==> config.mk <==
export PLATFORM = sky130hd
export DESIGN_NAME = rcvr_fifo
export DESIGN_NICKNAME = d
export VERILOG_FILES = /design/src/rtl/rcvr_fifo_pkg.sv /design/src/rtl/rcvr_fifo_sync_fifo.sv /design/src/rtl/rcvr_fifo.sv
export SDC_FILE = /design/constraint.sdc
export NUM_CORES = 1
export LEC_CHECK = 0
export BUFFER_PORTS_ARGS = -buffer_cell sky130_fd_sc_hd__clkbuf_2
export CAP_MARGIN = 20
export CORE_MARGIN = 3
export CORE_UTILIZATION = 25
export CTS_CLUSTER_DIAMETER = 200
export DETAILED_ROUTE_END_ITERATION = 6
export PLACE_DENSITY = 0.51
export SLEW_MARGIN = 10
export SYNTH_ARGS = -nofsm -noshare
export SYNTH_HDL_FRONTEND = slang
export SYNTH_SLANG_ARGS = --single-unit
==> constraint.sdc <==
create_clock -name clock -period 2.43 [get_ports clock]
set_input_delay 0.486 -clock clock [delete_from_list [all_inputs] [get_ports clock]]
set_output_delay 0.486 -clock clock [all_outputs]
set_load 0.03 [all_outputs]
==> src/rtl/rcvr_fifo_pkg.sv <==
// Shared types and width helpers for the serial packet receiver.
package rcvr_fifo_pkg;

    // Receiver phase: hunting for a header, or collecting body bits.
    typedef enum logic {
        HUNT = 1'b0,
        BODY = 1'b1
    } rcvr_state_t;

    // Bits needed to index n items; never narrower than one bit.
    function automatic int unsigned idx_width(input int unsigned n);
        return (n <= 1) ? 1 : $clog2(n);
    endfunction

endpackage

==> src/rtl/rcvr_fifo_sync_fifo.sv <==
// Synchronous first-word-fall-through FIFO with occupancy count.
module rcvr_fifo_sync_fifo
    import rcvr_fifo_pkg::*;
#(
    parameter int WIDTH = 8,
    parameter int DEPTH = 4,
    localparam int CW = $clog2(DEPTH + 1)
) (
    input  logic             clock,
    input  logic             reset,
    input  logic             push,
    input  logic             pop,
    input  logic [WIDTH-1:0] wdata,
    output logic [WIDTH-1:0] rdata,
    output logic             full,
    output logic             empty,
    output logic [CW-1:0]    count
);

    localparam int PW = idx_width(DEPTH);

    logic [WIDTH-1:0] mem [DEPTH];
    logic [PW-1:0]    wr_ptr;
    logic [PW-1:0]    rd_ptr;
    logic             do_push;
    logic             do_pop;

    // Pointers wrap explicitly so any depth works, not only ones filling the pointer range.
    function automatic logic [PW-1:0] next_ptr(input logic [PW-1:0] p);
        return (p == PW'(DEPTH - 1)) ? '0 : p + PW'(1);
    endfunction

    assign full    = (count == CW'(DEPTH));
    assign empty   = (count == '0);
    assign do_pop  = pop && !empty;
    // A full FIFO still accepts a word when a pop frees a slot on the same edge.
    assign do_push = push && (!full || do_pop);
    assign rdata   = mem[rd_ptr];

    // Storage array: data only, no reset needed.
    always_ff @(posedge clock) begin
        if (do_push) begin
            mem[wr_ptr] <= wdata;
        end
    end

    // Pointer and occupancy bookkeeping.
    always_ff @(posedge clock) begin
        if (reset) begin
            wr_ptr <= '0;
            rd_ptr <= '0;
            count  <= '0;
        end else begin
            if (do_push) wr_ptr <= next_ptr(wr_ptr);
            if (do_pop)  rd_ptr <= next_ptr(rd_ptr);
            case ({do_push, do_pop})
                2'b10:   count <= count + CW'(1);
                2'b01:   count <= count - CW'(1);
                default: count <= count;
            endcase
        end
    end

endmodule

==> src/rtl/rcvr_fifo.sv <==
// Serial packet receiver: header hunt, MSB-first deserialiser, buffered output with overrun flag.
module rcvr_fifo
    import rcvr_fifo_pkg::*;
#(
    parameter int                    HEAD_WIDTH   = 8,
    parameter logic [HEAD_WIDTH-1:0] HEAD_PATTERN = 8'hA5,
    parameter int                    DATA_WIDTH   = 8,
    parameter int                    FIFO_DEPTH   = 4,
    localparam int CNT_FIFO_W = $clog2(FIFO_DEPTH + 1)
) (
    input  logic                  clock,
    input  logic                  reset,
    input  logic                  data_in,
    input  logic                  reading,
    output logic                  ready,
    output logic                  overrun,
    output logic [DATA_WIDTH-1:0] data_out,
    output logic [CNT_FIFO_W-1:0] count
);

    localparam int CNT_W  = idx_width(DATA_WIDTH);
    localparam int HCNT_W = idx_width(HEAD_WIDTH + 1);

    rcvr_state_t           state;
    rcvr_state_t           state_next;
    logic [HEAD_WIDTH-1:0] hist;
    logic [HEAD_WIDTH-1:0] hist_shift;
    logic [HCNT_W-1:0]     hist_cnt;
    logic [CNT_W-1:0]      bit_cnt;
    logic [DATA_WIDTH-1:0] body;
    logic [DATA_WIDTH-1:0] word;
    logic                  match;
    logic                  last_bit;
    logic                  full;
    logic                  empty;
    logic                  drop;

    // History and body including the bit arriving this cycle.
    assign hist_shift = HEAD_WIDTH'({hist, data_in});
    assign word       = DATA_WIDTH'({body, data_in});

    // Header seen only once enough bits have been collected since the hunt restarted.
    assign match    = (state == HUNT) && (hist_cnt >= HCNT_W'(HEAD_WIDTH - 1))
                      && (hist_shift == HEAD_PATTERN);
    assign last_bit = (state == BODY) && (bit_cnt == CNT_W'(DATA_WIDTH - 1));

    // A full FIFO only loses the word when the consumer is not popping on the same edge.
    assign drop  = last_bit && full && !reading;
    assign ready = !empty;

    // Phase register.
    always_ff @(posedge clock) begin
        if (reset) state <= HUNT;
        else       state <= state_next;
    end

    // Phase transitions: header found -> body, last body bit -> back to hunting.
    always_comb begin
        state_next = state;
        case (state)
            HUNT:    if (match)    state_next = BODY;
            BODY:    if (last_bit) state_next = HUNT;
            default: state_next = HUNT;
        endcase
    end

    // Control counters: valid-history count and body bit position.
    always_ff @(posedge clock) begin
        if (reset) begin
            hist_cnt <= '0;
            bit_cnt  <= '0;
        end else if (state == HUNT) begin
            if (match) begin
                hist_cnt <= '0;
                bit_cnt  <= '0;
            end else if (hist_cnt != HCNT_W'(HEAD_WIDTH)) begin
                hist_cnt <= hist_cnt + HCNT_W'(1);
            end
        end else begin
            bit_cnt <= bit_cnt + CNT_W'(1);
        end
    end

    // Shift registers: history only moves while hunting, body only while in a packet.
    always_ff @(posedge clock) begin
        if (state == HUNT) hist <= hist_shift;
        else               body <= word;
    end

    // Sticky drop flag, cleared by any consumer read.
    always_ff @(posedge clock) begin
        if (reset)        overrun <= 1'b0;
        else if (reading) overrun <= 1'b0;
        else if (drop)    overrun <= 1'b1;
    end

    rcvr_fifo_sync_fifo #(
        .WIDTH (DATA_WIDTH),
        .DEPTH (FIFO_DEPTH)
    ) u_fifo (
        .clock (clock),
        .reset (reset),
        .push  (last_bit),
        .pop   (reading),
        .wdata (word),
        .rdata (data_out),
        .full  (full),
        .empty (empty),
        .count (count)
    );

endmodule

Word level (Yosys, flattened, before mapping)
Memories as Yosys holds them, arrays and structs flattened. A register that Yosys moved wholly into a read port is not among the register bits.
Cells that the tools add are included.
{"block": "word_totals", "elab_cells": 57, "n_memories": 1, "ramBits": 32, "ff_bits": 30}
{"block": "op_classes", "bitwise": 1, "magnitude_cmp": 1, "addsub": 6, "n_reduce_logical": 17, "eq_ne": 8, "mux": 14}
{"memory": "u_fifo.mem", "words": 4, "width": 8, "read_ports": 1, "rd_clocked_by_memory_dff": 1, "wr": 1, "line": "rcvr_fifo_sync_fifo.sv:22", "text": "logic [WIDTH-1:0] mem [DEPTH];"}
{"cell": "== test 8 bit, second input constant", "count": 1}
{"cell": "2-to-1 mux 2 bit", "count": 4}
{"cell": "2-to-1 mux 4 bit", "count": 2}
{"cell": "logical AND 1 bit", "count": 7}
{"cell": "adder 3 x 1 -> 3 bit, second input constant", "count": 2}
{"cell": "== test 2 bit, second input constant", "count": 3}
{"cell": "== test 3 bit, second input constant", "count": 2}
{"cell": "2-to-1 mux 3 bit", "count": 2}
{"cell": "case mux 3 bit (2 select lines)", "count": 1}
{"cell": "nonzero test 2 bit", "count": 3}
{"cell": "adder 2 x 1 -> 2 bit, second input constant", "count": 2}
{"cell": "adder 4 x 1 -> 4 bit, second input constant", "count": 1}
{"cell": "greater-or-equal comparator 4 x 3 -> 1 bit, second input constant", "count": 1}
{"cell": "2-to-1 mux 1 bit", "count": 4}
{"cell": "inequality test 4 bit, second input constant", "count": 1}
{"cell": "logical NOT 1 bit", "count": 3}
{"cell": "logical NOT 3 bit", "count": 1}
{"cell": "subtractor 3 x 1 -> 3 bit, second input constant", "count": 1}
{"cell": "== test 2 x 1 -> 1 bit, second input constant", "count": 1}
{"cell": "case mux 1 bit (2 select lines)", "count": 1}
{"cell": "AND reduction 2 bit", "count": 1}
{"cell": "OR reduction 2 bit", "count": 1}
{"cell": "logical OR 1 bit", "count": 1}
{"cell": "NOT 1 bit", "count": 1}

Logic depth before layout (Yosys ltp)
{"block": "depth", "word_depth": 7, "ltp_mapped": 9}

Modules after synthesis
A second synthesis with hierarchy kept.
{"block": "hier_totals", "hier_cells": 167, "area_unflattened_um2": 2625.0}
{"mod": "rcvr_fifo_sync_fifo", "n_inst": 1, "cells_each": 100, "area_each_um2": 1682.9, "seq_area_each_um2": 1141.1}
{"mod": "rcvr_fifo", "n_inst": 1, "cells_each": 67, "area_each_um2": 942.2, "seq_area_each_um2": 600.6}

Worst setup path after synthesis
Ideal clock, no wire load.
{"block": "synth_timing", "path_kind": "reg2reg", "startpoint": "reg u_fifo.count[2]", "endpoint": "reg u_fifo.count[2]", "t_arrival_ps": 2242, "required_time_ps": 2359, "path_stages_with_launch": 8, "path_slack_ps": 117, "synth_period_minus_slack_ps": 2313, "path_cell_list": "dfxtp_1 -> or3_1 -> nand3_1 -> fa_1 -> and4bb_2 -> a31oi_1 -> or2_2 -> a21oi_1"}
{"block": "synth_between", "elab_chain_cells": 7, "elab_cells_between_ends": 13, "classes_between": "add/sub (2); eq/ne (3); mux (1); reduce/logical (7)"}
{"item": "start: declaration", "line": "rcvr_fifo_sync_fifo.sv:17", "text": "output logic [CW-1:0] count"}
{"item": "start signal: assignment", "line": "rcvr_fifo_sync_fifo.sv:57", "text": "2'b10: count <= count + CW'(1);"}
{"item": "start signal: assignment", "line": "rcvr_fifo_sync_fifo.sv:58", "text": "2'b01: count <= count - CW'(1);"}
{"item": "start signal: assignment", "line": "rcvr_fifo_sync_fifo.sv:59", "text": "default: count <= count;"}
{"item": "logical NOT 3 bit *", "line": "rcvr_fifo_sync_fifo.sv:34", "text": "assign empty = (count == '0);"}
{"item": "logical NOT 1 bit *"}
{"item": "net ready", "line": "rcvr_fifo.sv:15", "text": "output logic ready,"}
{"item": "logical AND 1 bit *", "line": "rcvr_fifo_sync_fifo.sv:35", "text": "assign do_pop = pop && !empty;"}
{"item": "logical OR 1 bit", "line": "rcvr_fifo_sync_fifo.sv:37", "text": "assign do_push = push && (!full || do_pop);"}
{"item": "logical AND 1 bit", "line": "rcvr_fifo_sync_fifo.sv:37"}
{"item": "== test 2 x 1 -> 1 bit / == test 2 bit (equally long branches)", "line": "rcvr_fifo_sync_fifo.sv:56", "text": "case ({do_push, do_pop})"}
{"item": "case mux 3 bit (2 select lines) / nonzero test 2 bit (equally long branches)"}
Mark *: on every way through the listed nets, which the timed path passes. The rest lies on a longest branch.
A chain may end at the register's enable or synchronous reset.

Worst setup path after layout
{"block": "layout_timing", "startpoint": "reg bit_cnt[0]", "endpoint": "reg u_fifo.count[2]"}
{"block": "layout_between", "elab_chain_cells": 5, "elab_cells_between_ends": 7, "classes_between": "eq/ne (3); mux (1); reduce/logical (3)"}
{"item": "start: declaration", "line": "rcvr_fifo.sv:29", "text": "logic [CNT_W-1:0] bit_cnt;"}
{"item": "start signal: assignment", "line": "rcvr_fifo.sv:80", "text": "bit_cnt <= bit_cnt + CNT_W'(1);"}
{"item": "== test 3 bit *", "line": "rcvr_fifo.sv:45", "text": "assign last_bit = (state == BODY) && (bit_cnt == CNT_W'(DATA_WIDTH - 1));"}
{"item": "logical AND 1 bit *", "line": "rcvr_fifo.sv:45"}
{"item": "logical AND 1 bit *", "line": "rcvr_fifo_sync_fifo.sv:37"}
{"item": "== test 2 x 1 -> 1 bit / == test 2 bit (equally long branches)", "line": "rcvr_fifo_sync_fifo.sv:56"}
{"item": "case mux 3 bit (2 select lines) / nonzero test 2 bit (equally long branches)"}
Mark *: on every way between the ends. The rest lies on a longest branch, timed or not.

==> impl_metrics.env <==
export IMPL_critPathMaxFanout=6
export IMPL_row_count=36
export IMPL_cts_max_level=3
export IMPL_combPwrFrac_pct=1.5
export IMPL_synth_async_sr_flop_share_pct=0
export IMPL_synth_seq_area_share_pct=67.4
export IMPL_io_pins=17
export IMPL_startpoint="bit_cnt[0]$_SDFFE_PP0P_"
export IMPL_vias_per_cell=4.18
export IMPL_p_switching_uw=412
export IMPL_yosysWarnings=0
export IMPL_start_kind="register"
export IMPL_cts_sinks=64
export IMPL_vdd_drop_max_mv=0.278
export IMPL_placed_area_um2=2830
export IMPL_grt_use_total_pct=8.16
export IMPL_fmaxAchievable_mhz=446
export IMPL_finalNetCount=207
export IMPL_switching_share_pct=20.0
export IMPL_period_minus_slack_ns=2.24
export IMPL_fin_hold_ws_ns=0.433
export IMPL_powerDensity_nw_per_um2=682
export IMPL_seq_power_share_pct=57.0
export IMPL_yosysTopAreaCell="edfxtp_1"
export IMPL_drive_gt1_share_pct=25.8
export IMPL_status="complete, no violations"
export IMPL_hold_path_class="input port to register"
export IMPL_rsz0062_at_grt="false"
export IMPL_drt_pass1_iter_count=5
export IMPL_r2r_end="u_fifo.count[2]$_SDFFE_PP0P_"
export IMPL_synth_area_leaders="edfxtp_1 (53%), dfxtp_1 (14%), mux4_2 (7.0%), ha_1 (4.4%), a21oi_1 (2.1%)"
export IMPL_p_int_mw=1.65
export IMPL_p_leak_nw=1.04
export IMPL_syn_inst=166
export IMPL_final_cell_area_um2=3020
export IMPL_drt_iter0_drc=31
export IMPL_clk_path_buf_depth=2
export IMPL_critPathKind="register to register"
export IMPL_antenna_found_initial=0
export IMPL_dp_cells=315
export IMPL_fin_setup_tns_ns=0
export IMPL_core_area_um2=9910
export IMPL_cts_buffers=9
export IMPL_required_ns=2.69
export IMPL_drtAntennaViolNets=0
export IMPL_grt_max_degree=19
export IMPL_finalNonFillerCells=331
export IMPL_tightest_slew_ns=0.479
export IMPL_timing_slew_headroom_pct=67.8
export IMPL_rrSetupSlack_ns=0.19
export IMPL_fin_ws_ns=0.188
export IMPL_r2r_start="bit_cnt[0]$_SDFFE_PP0P_"
export IMPL_dieWidth_um=108
export IMPL_routedWlPerCell_um=12.9
export IMPL_io_buffers=16
export IMPL_start_util_pct=26.1
export IMPL_clkLatencyLatePin_ns=0.33
export IMPL_worstPathArrival_ns=2.50
export IMPL_synth_top_area_share_pct=53.5
export IMPL_cts_hold_buffers=0
export IMPL_die_area_um2=11600
export IMPL_synth_seq_cells=64
export IMPL_place_hpwl_um=2810
export IMPL_syn_to_final_growth_pct=17.0
export IMPL_clkPwrFrac_pct=41.5
export IMPL_cp_end_kind="register"
export IMPL_synth_area_um2=2580
export IMPL_cts_resized=0
export IMPL_grt_first_pass_wirelength_um=7020
export IMPL_r2r_cells=9
export IMPL_setup_viol=0
export IMPL_skew_ns=0.00291
export IMPL_cts_setup_buffers=0
export IMPL_synth_edf_count=46
export IMPL_drt_total_wl_um=4280
export IMPL_route_detailed_drc=0
export IMPL_cts_root_buf="clkbuf_8"
export IMPL_syn_num_nets=180
export IMPL_maxSlewViolCount=0
export IMPL_vias=1384
export IMPL_place_ws_ns=0.218
export IMPL_cp_endpoint="u_fifo.count[2]$_SDFFE_PP0P_"
export IMPL_gp_congestion=0.740
export IMPL_grt_overflow=0
export IMPL_post_route_period_util_pct=92.3
export IMPL_fp_dieH_um=108
export IMPL_syn_avg_cell_area_um2=15.6
export IMPL_synth_flop_cell="edfxtp_1"
export IMPL_synth_cell_types=38
export IMPL_grt_pass1_vias=1371
export IMPL_final_hold_viol_count=0
export IMPL_cts_tree="done"
export IMPL_drv_cap=0
export IMPL_cts_clk_slew_worst_paths_ns=0.07
export IMPL_diodes=0
logic make-up after synthesis:
family | share of synthesized area [%]
AND/OR/NAND/NOR | 9.45
AO/OA/AOI/OAI | 6.10
multiplexers | 8.53
XOR/XNOR | 1.02
adder cells (fa/ha/maj) | 5.14
flip-flops | 67.4
buffers and inverters | 2.32
flip-flops by register name, indices dropped and copies added, names as in the netlist, named ones only:
| signal | flops |
|---|---|
| u_fifo.wr_ptr | 2 |
| hist_cnt | 4 |
| body | 7 |
| u_fifo.mem | 32 |
| u_fifo.count | 3 |
| state | 1 |
| bit_cnt | 3 |
| overrun | 1 |
| hist | 7 |
| u_fifo.rd_ptr | 2 |
worst min path at each step:
stage	from	end	slack, ns	cells past startpoint
floorplan	hist[4]$_DFFE_PN_	hist[5]$_DFFE_PN_	0.42	0
global placement	hist[4]$_DFFE_PN_	hist[5]$_DFFE_PN_	0.43	0
detailed placement	hist[1]$_DFFE_PN_	hist[2]$_DFFE_PN_	0.43	0
CTS	reading	overrun$_SDFFE_PP0P_	0.41	2
global route	data_in	hist[0]$_DFFE_PN_	0.43	1
finish	data_in	hist[0]$_DFFE_PN_	0.43	1
metrics by stage:
stage	utilization [%]	power, mW
6_report	30.5	2.06
3_5_place_dp	28.6	1.23
5_1_grt	30.5	2.15
4_1_cts	30.5	2.10
2_1_floorplan	-	1.22
3_3_place_gp	28.6	1.23
worst max-delay path, stage by stage (launching register included):
cell,delay (ns)
dfxtp_1,0.33
ha_1,0.20
ha_1,0.27
nand2_4,0.10
nand3_1,0.09
fa_1,0.43
and4bb_2,0.32
a31oi_1,0.04
or2_2,0.27
a21oi_1,0.13
cells in the mapped netlist (2+ instances only):
master	count
o41ai_1	2
a211o_2	2
ha_1	9
or2b_1	2
or2_2	3
dfxtp_1	18
nand3_1	6
and2_1	5
inv_1	9
mux4_2	8
mux2i_1	4
nor2_1	9
nand2_1	3
a21oi_1	11
edfxtp_1	46
and4bb_2	2
nor3_1	4
a31oi_1	2
xnor2_1	2
cell type report:
cell class | count | area, um^2
flip-flops and latches | 64 | 1740
well taps | 133 | 166
repair buffers | 20 | 110
clock inverters | 6 | 60.1
fillers | 1021 | 6890
clock buffers | 10 | 128
multi-input cells | 89 | 781
inverters | 9 | 33.8
power groups by stage:
stage                     Sequential [mW]  Clock, mW  Combinational, mW
after floorplan                      1.20          0             0.0205
after global placement               1.20          0             0.0293
after detailed placement             1.20          0             0.0300
after CTS                            1.18      0.893             0.0302
after global routing                 1.18      0.937             0.0347
final                                1.18      0.855             0.0300
layout by cell type (no fill, tap or decap), types with 2 or more instances in the layout:
cell       n
and4bb_2   2
mux2i_1    4
mux4_2     8
ha_1       9
buf_4      4
a21oi_1   11
o41ai_1    2
nor2_1     9
or2_2      3
xnor2_1    2
and2_1     5
dfxtp_1   18
a31oi_1    2
nand2_1    3
or2b_1     2
clkinv_2   2
edfxtp_1  46
nand3_1    6
nor3_1     4
clkbuf_2  16
inv_1      9
a211o_2    2
clkbuf_8   9
metal layers:
layer	vias up	GRT usage [%]	share of wire [%]
li1	684	-	-
met1	661	11.2	49
met2	33	11.0	45
met3	6	3.90	5.1
met4	0	3.25	0.70
met5	-	0	0
Note: power is estimated with default switching activity, not from simulation.
